<file path="src/rtl/rc4_ksa_fsm.sv">
// RC4 S-array initialiser and key scheduler driving a single-port synchronous S memory.
// Mode 0 fills S[i] = i; mode 1 follows the fill with the full key-scheduling swap pass.
module rc4_ksa_fsm #(
    parameter int DATA_W  = 8,
    parameter int KEY_LEN = 3
) (
    input  logic                        clk,
    input  logic                        reset_n,
    input  logic                        start,
    input  logic                        mode,
    input  logic [KEY_LEN*DATA_W-1:0]   key,
    output logic [DATA_W-1:0]           mem_addr,
    output logic [DATA_W-1:0]           mem_wrdata,
    output logic                        mem_wren,
    input  logic [DATA_W-1:0]           mem_rddata,
    output logic                        busy,
    output logic                        done
);

    typedef enum logic [3:0] {
        S_IDLE,
        S_INIT,
        S_RD_I,
        S_WAIT_I,
        S_RD_J,
        S_WAIT_J,
        S_WR_I,
        S_WR_J,
        S_DONE
    } state_t;

    localparam logic [DATA_W-1:0] LAST_IDX = '1;

    state_t                      state;
    state_t                      state_nx;
    logic [DATA_W-1:0]           i;
    logic [DATA_W-1:0]           j;
    logic [DATA_W-1:0]           si;
    logic [DATA_W-1:0]           sj;
    logic [KEY_LEN*DATA_W-1:0]   key_q;
    logic                        mode_q;
    logic [DATA_W-1:0]           key_sel;
    int                          key_pos;

    // Key element 0 sits in the most-significant slice of the latched key.
    always_comb begin
        key_pos = (KEY_LEN - 1 - (int'(i) % KEY_LEN)) * DATA_W;
        key_sel = key_q[key_pos +: DATA_W];
    end

    always_ff @(posedge clk or negedge reset_n) begin
        if (!reset_n) begin
            state <= S_IDLE;
        end else begin
            state <= state_nx;
        end
    end

    // NOTE: all outputs and next state get a default first so no path through the case infers a latch.
    always_comb begin
        state_nx   = state;
        mem_addr   = '0;
        mem_wrdata = '0;
        mem_wren   = 1'b0;
        unique case (state)
            S_IDLE: begin
                if (start) state_nx = S_INIT;
            end
            S_INIT: begin
                mem_addr   = i;
                mem_wrdata = i;
                mem_wren   = 1'b1;
                if (i == LAST_IDX) state_nx = mode_q ? S_RD_I : S_DONE;
            end
            S_RD_I: begin
                mem_addr = i;
                state_nx = S_WAIT_I;
            end
            S_WAIT_I: begin
                mem_addr = i;
                state_nx = S_RD_J;
            end
            S_RD_J: begin
                mem_addr = j;
                state_nx = S_WAIT_J;
            end
            S_WAIT_J: begin
                mem_addr = j;
                state_nx = S_WR_I;
            end
            S_WR_I: begin
                mem_addr   = i;
                mem_wrdata = sj;
                mem_wren   = 1'b1;
                state_nx   = S_WR_J;
            end
            S_WR_J: begin
                mem_addr   = j;
                mem_wrdata = si;
                mem_wren   = 1'b1;
                state_nx   = (i == LAST_IDX) ? S_DONE : S_RD_I;
            end
            S_DONE: begin
                state_nx = S_IDLE;
            end
            default: state_nx = S_IDLE;
        endcase
    end

    assign busy = (state != S_IDLE);
    assign done = (state == S_DONE);

    // Datapath; i wraps naturally to 0 at the end of the fill so the swap pass restarts at index 0.
    always_ff @(posedge clk or negedge reset_n) begin
        if (!reset_n) begin
            i      <= '0;
            j      <= '0;
            si     <= '0;
            sj     <= '0;
            key_q  <= '0;
            mode_q <= 1'b0;
        end else begin
            unique case (state)
                S_IDLE: begin
                    if (start) begin
                        mode_q <= mode;
                        key_q  <= key;
                        i      <= '0;
                        j      <= '0;
                    end
                end
                S_INIT: i <= i + 1'b1;
                S_WAIT_I: begin
                    si <= mem_rddata;
                    j  <= j + mem_rddata + key_sel;
                end
                S_WAIT_J: sj <= mem_rddata;
                S_WR_J:   i  <= i + 1'b1;
                default: ;
            endcase
        end
    end

endmodule

</file>
<file path="config.mk">
export PLATFORM = sky130hd
export DESIGN_NAME = rc4_ksa_fsm
export DESIGN_NICKNAME = d
export VERILOG_FILES = /design/src/rtl/rc4_ksa_fsm.sv
export SDC_FILE = /design/constraint.sdc
export NUM_CORES = 1
export LEC_CHECK = 0
export CORE_MARGIN = 3
export CORE_UTILIZATION = 57
export CTS_CLUSTER_DIAMETER = 150
export DETAILED_ROUTE_END_ITERATION = 16
export HOLD_SLACK_MARGIN = 0.02
export PLACE_DENSITY = 0.86
export SLEW_MARGIN = 20
export SYNTH_ARGS = -nofsm -noshare
export SYNTH_HDL_FRONTEND = slang
export SYNTH_SLANG_ARGS = --single-unit
</file>
<file path="constraint.sdc">
create_clock -name clk -period 11.8 [get_ports clk]
set_input_delay 1.18 -clock clk [delete_from_list [all_inputs] [get_ports clk]]
set_output_delay 1.18 -clock clk [all_outputs]
set_load 0.005 [all_outputs]
</file>
* Word level (Yosys, flattened, before mapping)
Index checks and enable logic that the tools add are counted.
Cells by class: eq/ne operators 11, muxes and demuxes 11, $add $sub $neg 4, reductions and logical operators 12, divide/modulo/power cells 1, shift operators 1
Operators with widths (number):
- 8-bit case mux with 2 select lines | 3
- 9-bit by 3-bit modulo with 32-bit output (second input constant) | 1
- 4-bit case mux with 8 select lines | 1
- 24-bit by 32-bit indexed part select with 8-bit output | 1
- 3-bit by 29-bit subtractor with 29-bit output (first input constant) | 1
- 8-bit case mux with 3 select lines | 1
- 8-bit adder | 2
- 4-bit by 3-bit equality test with 1-bit output (second input constant) | 4
- 4-bit 2-to-1 mux | 4
- 8-bit by 1-bit adder with 8-bit output (second input constant) | 1
- 4-bit by 2-bit equality test with 1-bit output (second input constant) | 2
- 8-bit equality test (second input constant) | 1
- 8-bit 2-to-1 mux | 1
- 2-bit AND reduction | 4
- 3-bit OR reduction | 2
- 4-bit by 1-bit equality test with 1-bit output (second input constant) | 1
- 4-bit equality test (second input constant) | 1
- 4-bit logical NOT | 1
- 2-bit != test (second input constant) | 2
- 2-bit nonzero test | 2
- 4-bit nonzero test | 1
- 4-bit OR reduction | 1
- 2-bit OR reduction | 1
- 1-bit 2-to-1 mux | 1
Storage, ports and cells: output and inout port bits 19, input bits 36, word-level logic and storage cells 47, bits in registers 61

* Depth between registers and ports, before layout
Gate-level depths: netlist (run 1).
depth in word-level cells 5, depth in mapped cells 45, depth with buffers taken out 39

* Least setup slack after synthesis (run 1)
OpenSTA, ideal clock, no wires.
path kind flip-flop to flip-flop, from register i[6], to register j[7], period minus slack after synthesis 8.550 ns, setup slack 3.250 ns, path buffers 6, setup time 0.069 ns, arrival time 8.481 ns, stages on the path, launching flop included 46, data required time 11.731 ns, path through dfrtp_1 > buf_6 > clkbuf_1 > ha_1 > and4bb_1 > o211ai_2 > and3_4 > buf_6 > a41o_1 > nor4_4 > inv_2 > ha_1 > or3_1 > buf_6 > or2_1 > xnor2_1 > ha_1 > or3_1 > [10 not listed] > o41a_1 > o2111ai_2 > a21oi_2 > nor2b_1 > fa_1 > ha_1 > inv_1 > fa_1 > nor2b_1 > o21ai_0 > nand2b_1 > a21o_1 > a21oi_1 > xnor2_1 > nand2_1 > a221oi_1 > mux2i_1 > nand3_1
Between the ends: longest elaborated chain between the ends 5
RTL lines:
- from (decl) | line 36 | logic [DATA_W-1:0] i;
- from (signal assigned) | line 132 | S_INIT: i <= i + 1'b1;
- from (signal assigned) | line 138 | S_WR_J: i <= i + 1'b1;
- 9-bit by 3-bit modulo with 32-bit output | line 47 | key_pos = (KEY_LEN - 1 - (int'(i) % KEY_LEN)) * DATA_W;
- 3-bit by 29-bit subtractor with 29-bit output | line 47
- 24-bit by 32-bit indexed part select with 8-bit output | line 48 | key_sel = key_q[key_pos +: DATA_W];
- 8-bit adder | line 135 | j <= j + mem_rddata + key_sel;
- 8-bit case mux with 2 select lines | line 123 | unique case (state)
- to (signal assigned) | line 135
- to (decl) | line 37 | logic [DATA_W-1:0] j;
No other way between the ends. A chain may end at the register's enable or synchronous reset.

* Final worst setup path (run 1)
from register i[7], to register j[7]
Same word-level chain as after synthesis.

==> results.md, run 1 <==
- Status: finished clean
- Starting Density: 0.608
- Area occupied by multi-input gates: 2740 um^2
- Final number of hold-violating endpoints: 0
- DP HPWL: 8340 um
- Worst path slowest cell: dfrtp_1
- Worst Clk Skew: 0.00596 ns
- Largest family of logic cells by synthesized area: simple AND/OR/NAND/NOR gates
- TNS Setup: 0 ns
- First-pass GRT wire length: 19400 um
- Synth cell types: 80
- Synthesized instance count: 535
- RR Startpoint: i[7]
- RSZ-0062 raised after global routing: no
- Final setup viols: 0
- Root Driver: clkbuf_8
- Hold WC Path Type: reg -> reg
- CP bufs+invs: 2
- Post-CTS setup buffer count: 0
- Final wirelength: 11600 um
- CP max stage delay: 0.76 ns
- Cell Area, Synth: 4550 um^2
- Min cycle time layout: 10.09 ns
- Via density: 6.21
- Routed vias: 4141
- Ant. Diodes: 0
- Hold buffer count at cts: 0
- CTS buffer count: 9
- Core area: 7490 um^2
- Clk slew on worst S/H paths: 0.07 ns
- Initial antenna violation count: 0
- Number of flops mapped to enable cells by yosys: 0
- WS Path Type: reg -> reg
- Worst-Margin Slew: 1.03 ns
- Die height: 95.4 um
- Worst r2r path cells: 39
- CTS tree: done
- Clock buffer depth: 2
- FMAX: 0.0991 GHz
- FP Rows: 31
- Cell mode on critical path: ha_1
- Worst Path Required: 12.08 ns
- PortBufs: 54
- Crit-path max FO: 19
- Critical Path Sink: j[7]
- CTS HTree Levels: 3
- Reg2reg end: j[7]
- Syn_nets: 592
- FF-to-FF setup slack: 1.71 ns
- Synth Area in Compound Gates: 0.178
- Area Growth Syn to Fin: 13.9%
- Fraction of layout cells with a size suffix above 1: 0.111
- Post-CTS sizing: 0
- Max Transition Viols Final: 0
- Clock Sinks: 61
- Skew-Pair Late Insertion Delay: 0.35 ns
- NumNets Final: 621
- Worst Path Arrival: 10.37 ns
- Cell count along the critical path: 39
- Async set-reset flop share out of synthesis: 1.00
- Vias in the first global route: 4103
- Routed Antenna Nets: 0
- Adder-Cell Fraction of Synth Area: 0.0709
- Grt ovf: 0
- Post-Synth XOR/XNOR Area: 0.0272
- # Max-Cap Violations: 0
- Worst Setup SP: i[7]
- Initial drt markers: 411
- Drt drc: 0
- Slew headroom: 0.309
- Final GP Congestion: 0.894
- Wire length per cell: 17.4 um
- Simple-gate share of the synthesized area: 0.274
- Startpoint types: flip-flop
- Final period util: 0.855
- Initial DRT Pass Iterations: 7
- Yosys reg bits: 61
- Yosys warning count: 0
- Register area share after synthesis: 0.335
- Io pins: 55
- Worst Setup End Kind: flip-flop
- Overall global routing resource usage: 0.272
- Sequential standard cell area: 1530 um^2
- Die width: 95.4 um
- Die area: 9100 um^2
- Syn avg cell area: 8.51 um^2
- # fillers: 550
- CP top delay family: simple AND/OR/NAND/NOR gates
- Largest net degree at the start of global routing: 62
- Fraction of synthesized area in multiplexers: 0.0519
- Post-synth top flop: dfrtp_1
==> layout by cell type, fill, tap and decap left out, drive strengths merged, types with 13 or more instances in the layout <==
cell | Yosys | final
nor2b | 15 | 15
nand3 | 16 | 16
dfrtp | 61 | 61
inv | 21 | 21
nand2 | 133 | 133
a21oi | 20 | 20
mux2 | 18 | 18
nor2 | 34 | 34
o21ai | 25 | 25
clkdlybuf4s50 | 0 | 53
ha | 13 | 13
==> Yosys cell counts (7+ instances only) <==
cell	instances	share of area
dfrtp_1	61	0.34
a22oi_1	7	0.012
fa_1	8	0.035
inv_1	20	0.016
a222oi_1	9	0.020
nand3_1	16	0.018
clkbuf_1	24	0.020
ha_1	13	0.036
xnor2_1	7	0.013
nand2_1	133	0.11
mux2_2	18	0.045
nor2_1	32	0.026
nor3b_1	9	0.015
o21ai_0	21	0.023
nor2b_1	14	0.019
a21oi_1	17	0.019
==> cells by family (layout without fill, tap and decap cells) <==
logic type	Yosys count	in the layout
buffers and inverters	59	92
flip-flops	61	61
XOR/XNOR	12	12
AND/OR/NAND/NOR	256	256
adder cells (fa/ha/maj)	21	21
AO/OA/AOI/OAI	105	105
multiplexers	21	21
==> area by class of cell <==
| cell class | instances | share of cell area |
|---|---|---|
| Multi-Input combinational cell | 415 | 0.529 |
| Sequential cell | 61 | 0.294 |
| Inverter | 21 | 0.0152 |
| Tap cell | 99 | 0.0239 |
| Clock buffer | 10 | 0.0265 |
| Timing Repair Buffer | 56 | 0.106 |
| Clock inverter | 5 | 0.00531 |
==> routing by layer <==
metal,GRT usage,share of wire
met1,0.354,0.41
met2,0.451,0.49
met3,0.0497,0.066
met4,0.108,0.029
met5,0,0
==> flip-flops by register name (all words and copies together) (netlist names) <==
register / flops
i: 8
j: 8
key_q: 24
mode_q: 1
si: 8
sj: 8
state: 4
==> tightest hold or removal path, delay by kind of cell (launching register included) <==
| kind | cells | cell delay [ns] |
|---|---|---|
| simple gates | 2 | 0.10 |
| flops | 1 | 0.34 |
==> worst min path at each step <==
stage | startpoint | end | slack (ns) | cells after the start
2_1_floorplan | key_q[16] | key_q[16] | 0.44 | 2
3_3_place_gp | key_q[17] | key_q[17] | 0.45 | 2
3_5_place_dp | key_q[18] | key_q[18] | 0.46 | 2
4_1_cts | key_q[18] | key_q[18] | 0.47 | 2
5_1_grt | key_q[8] | key_q[8] | 0.50 | 2
6_report | key_q[18] | key_q[18] | 0.47 | 2
==> through the flow <==
stage / worst slack, ns / util / cell area [um^2] / hold slack (ns) / instances
floorplan: 3.25 / - / 4550 / 0.438 / 535
global route: 1.08 / 0.693 / 5190 / 0.498 / 667
finish: 1.71 / 0.693 / 5190 / 0.473 / 667
detailed placement: 1.91 / 0.671 / 5020 / 0.458 / 652
global placement: 2.58 / 0.671 / 5020 / 0.453 / 652
CTS: 1.81 / 0.693 / 5190 / 0.474 / 667
Power of run 1 is left out: the tool's default activity adds up to more than one toggle a clock period on the data nets, which glitch-free logic cannot reach.
==> inputs of run 2 (changes only) <==
CORE_UTILIZATION = 60   (was 57)
PLACE_DENSITY = 0.9   (was 0.86)
clock period = 12.9 ns   (was 11.8 ns; I/O delays follow)
==> results.md, run 2 (synthesis gave the netlist of run 1 again) <==
- Drt drc: 0
- Final number of hold-violating endpoints: 0
- Cell mode on critical path: ha_1
- Largest net degree at the start of global routing: 62
- Slew headroom: 0.345
- Fraction of layout cells with a size suffix above 1: 0.111
- Min cycle time layout: 9.92 ns
- Ant. Diodes: 0
- Final GP Congestion: 0.851
- CTS tree: done
- Overall global routing resource usage: 0.275
- Io pins: 55
- Core area: 7290 um^2
- Final period util: 0.769
- Startpoint types: flip-flop
- FP Rows: 31
- Initial drt markers: 456
- Most common cell after layout, fill and taps aside: nand2_1
- Area Growth Syn to Fin: 13.9%
- Initial antenna violation count: 0
- TNS Setup: 0 ns
- Reg with most FFs: key_q
- Final setup viols: 0
- Crit-path max FO: 19
- Worst Path Arrival: 10.20 ns
- Via density: 6.23
- Hold buffer count at cts: 0
- CP max stage delay: 0.75 ns
- FMAX: 0.101 GHz
- Grt ovf: 0
- WS Path Type: reg -> reg
- Post-CTS setup buffer count: 0
- # fillers: 560
- First-pass GRT wire length: 19200 um
- Sequential standard cell area: 1530 um^2
- Worst Clk Skew: 0.0128 ns
- Area occupied by multi-input gates: 2750 um^2
- Starting Density: 0.625
- Worst Setup End Kind: flip-flop
- Final wirelength: 11600 um
- RSZ-0062 raised after global routing: no
- Die height: 93.1 um
- Most frequent cells in the layout: nand2_1, dfrtp_1, clkdlybuf4s50_1, nor2_1, o21ai_0
- Initial DRT Pass Iterations: 6
- Worst Path Required: 13.19 ns
- Max reg flops: 24
- # Max-Cap Violations: 0
- CTS HTree Levels: 3
- Die width: 93.1 um
- NumNets Final: 621
- Root Driver: clkbuf_8
- PortBufs: 54
- Wire length per cell: 17.4 um
- Hold WC Path Type: reg -> reg
- Routed Antenna Nets: 0
- Vias in the first global route: 4115
- Clock buffer depth: 2
- Worst-Margin Slew: 0.982 ns
- Clock Sinks: 61
- Worst path slowest cell: dfrtp_1
- Die area: 8670 um^2
- Max Transition Viols Final: 0
- DP HPWL: 8140 um
- Routed vias: 4161
- Skew-Pair Late Insertion Delay: 0.35 ns
- Post-CTS sizing: 0
- Clk slew on worst S/H paths: 0.07 ns
- Status: finished clean
- CTS buffer count: 9
[run 2: path summary, 6_finish.rpt]
check | startpoint | endpoint | slack, ns | cells after the start
max | i[7] | j[7] | 2.98 | 39
min | key_q[21] | key_q[21] | 0.47 | 2
max reg2reg | i[7] | j[7] | 2.98 | 39
min reg2reg | key_q[21] | key_q[21] | 0.47 | 2
max in group asynchronous | reset_n | key_q[14] | 11.28 | 2
min in group asynchronous | reset_n | si[5] | 1.10 | 2
[run 2: critical path, delay by kind of cell (launching register included)]
family	cells	cell delay, ns
and+or+nand+nor	16	3.81
adders and majority gates	7	2.34
AOI/OAI and AO/OA	11	2.32
DFF	1	0.75
xor gates and xnor gates	2	0.31
buffers and inverters	2	0.19
muxes	1	0.12
[run 2: stage by stage]
stage / area (um^2) / setup WS [ns] / cells / utilization / hold WS, ns
after global routing: 5190 / 2.36 / 668 / 0.711 / 0.504
after floorplan: 4550 / 4.35 / 535 / - / 0.438
after CTS: 5180 / 3.12 / 668 / 0.710 / 0.476
final: 5190 / 2.98 / 668 / 0.711 / 0.472
after detailed placement: 5020 / 3.17 / 652 / 0.689 / 0.457
after global placement: 5020 / 3.68 / 652 / 0.689 / 0.452
[run 2: layout make-up]
cell class | instances | area share
timing repair buffer | 56 | 0.106
inverter | 21 | 0.0152
clock buffer | 11 | 0.0253
multi-input combinational | 415 | 0.530
clock inverter | 5 | 0.00531
tap | 99 | 0.0239
sequential | 61 | 0.294
[run 2: routing by layer]
metal  track usage  up-vias  part of all wire
met1         0.349     2015              0.41
met2         0.469      189              0.50
met5             0        -                 0
li1              -     1924                 -
met3        0.0442       33             0.071
met4         0.112        0             0.024
Power of run 2 is left out for the same reason.
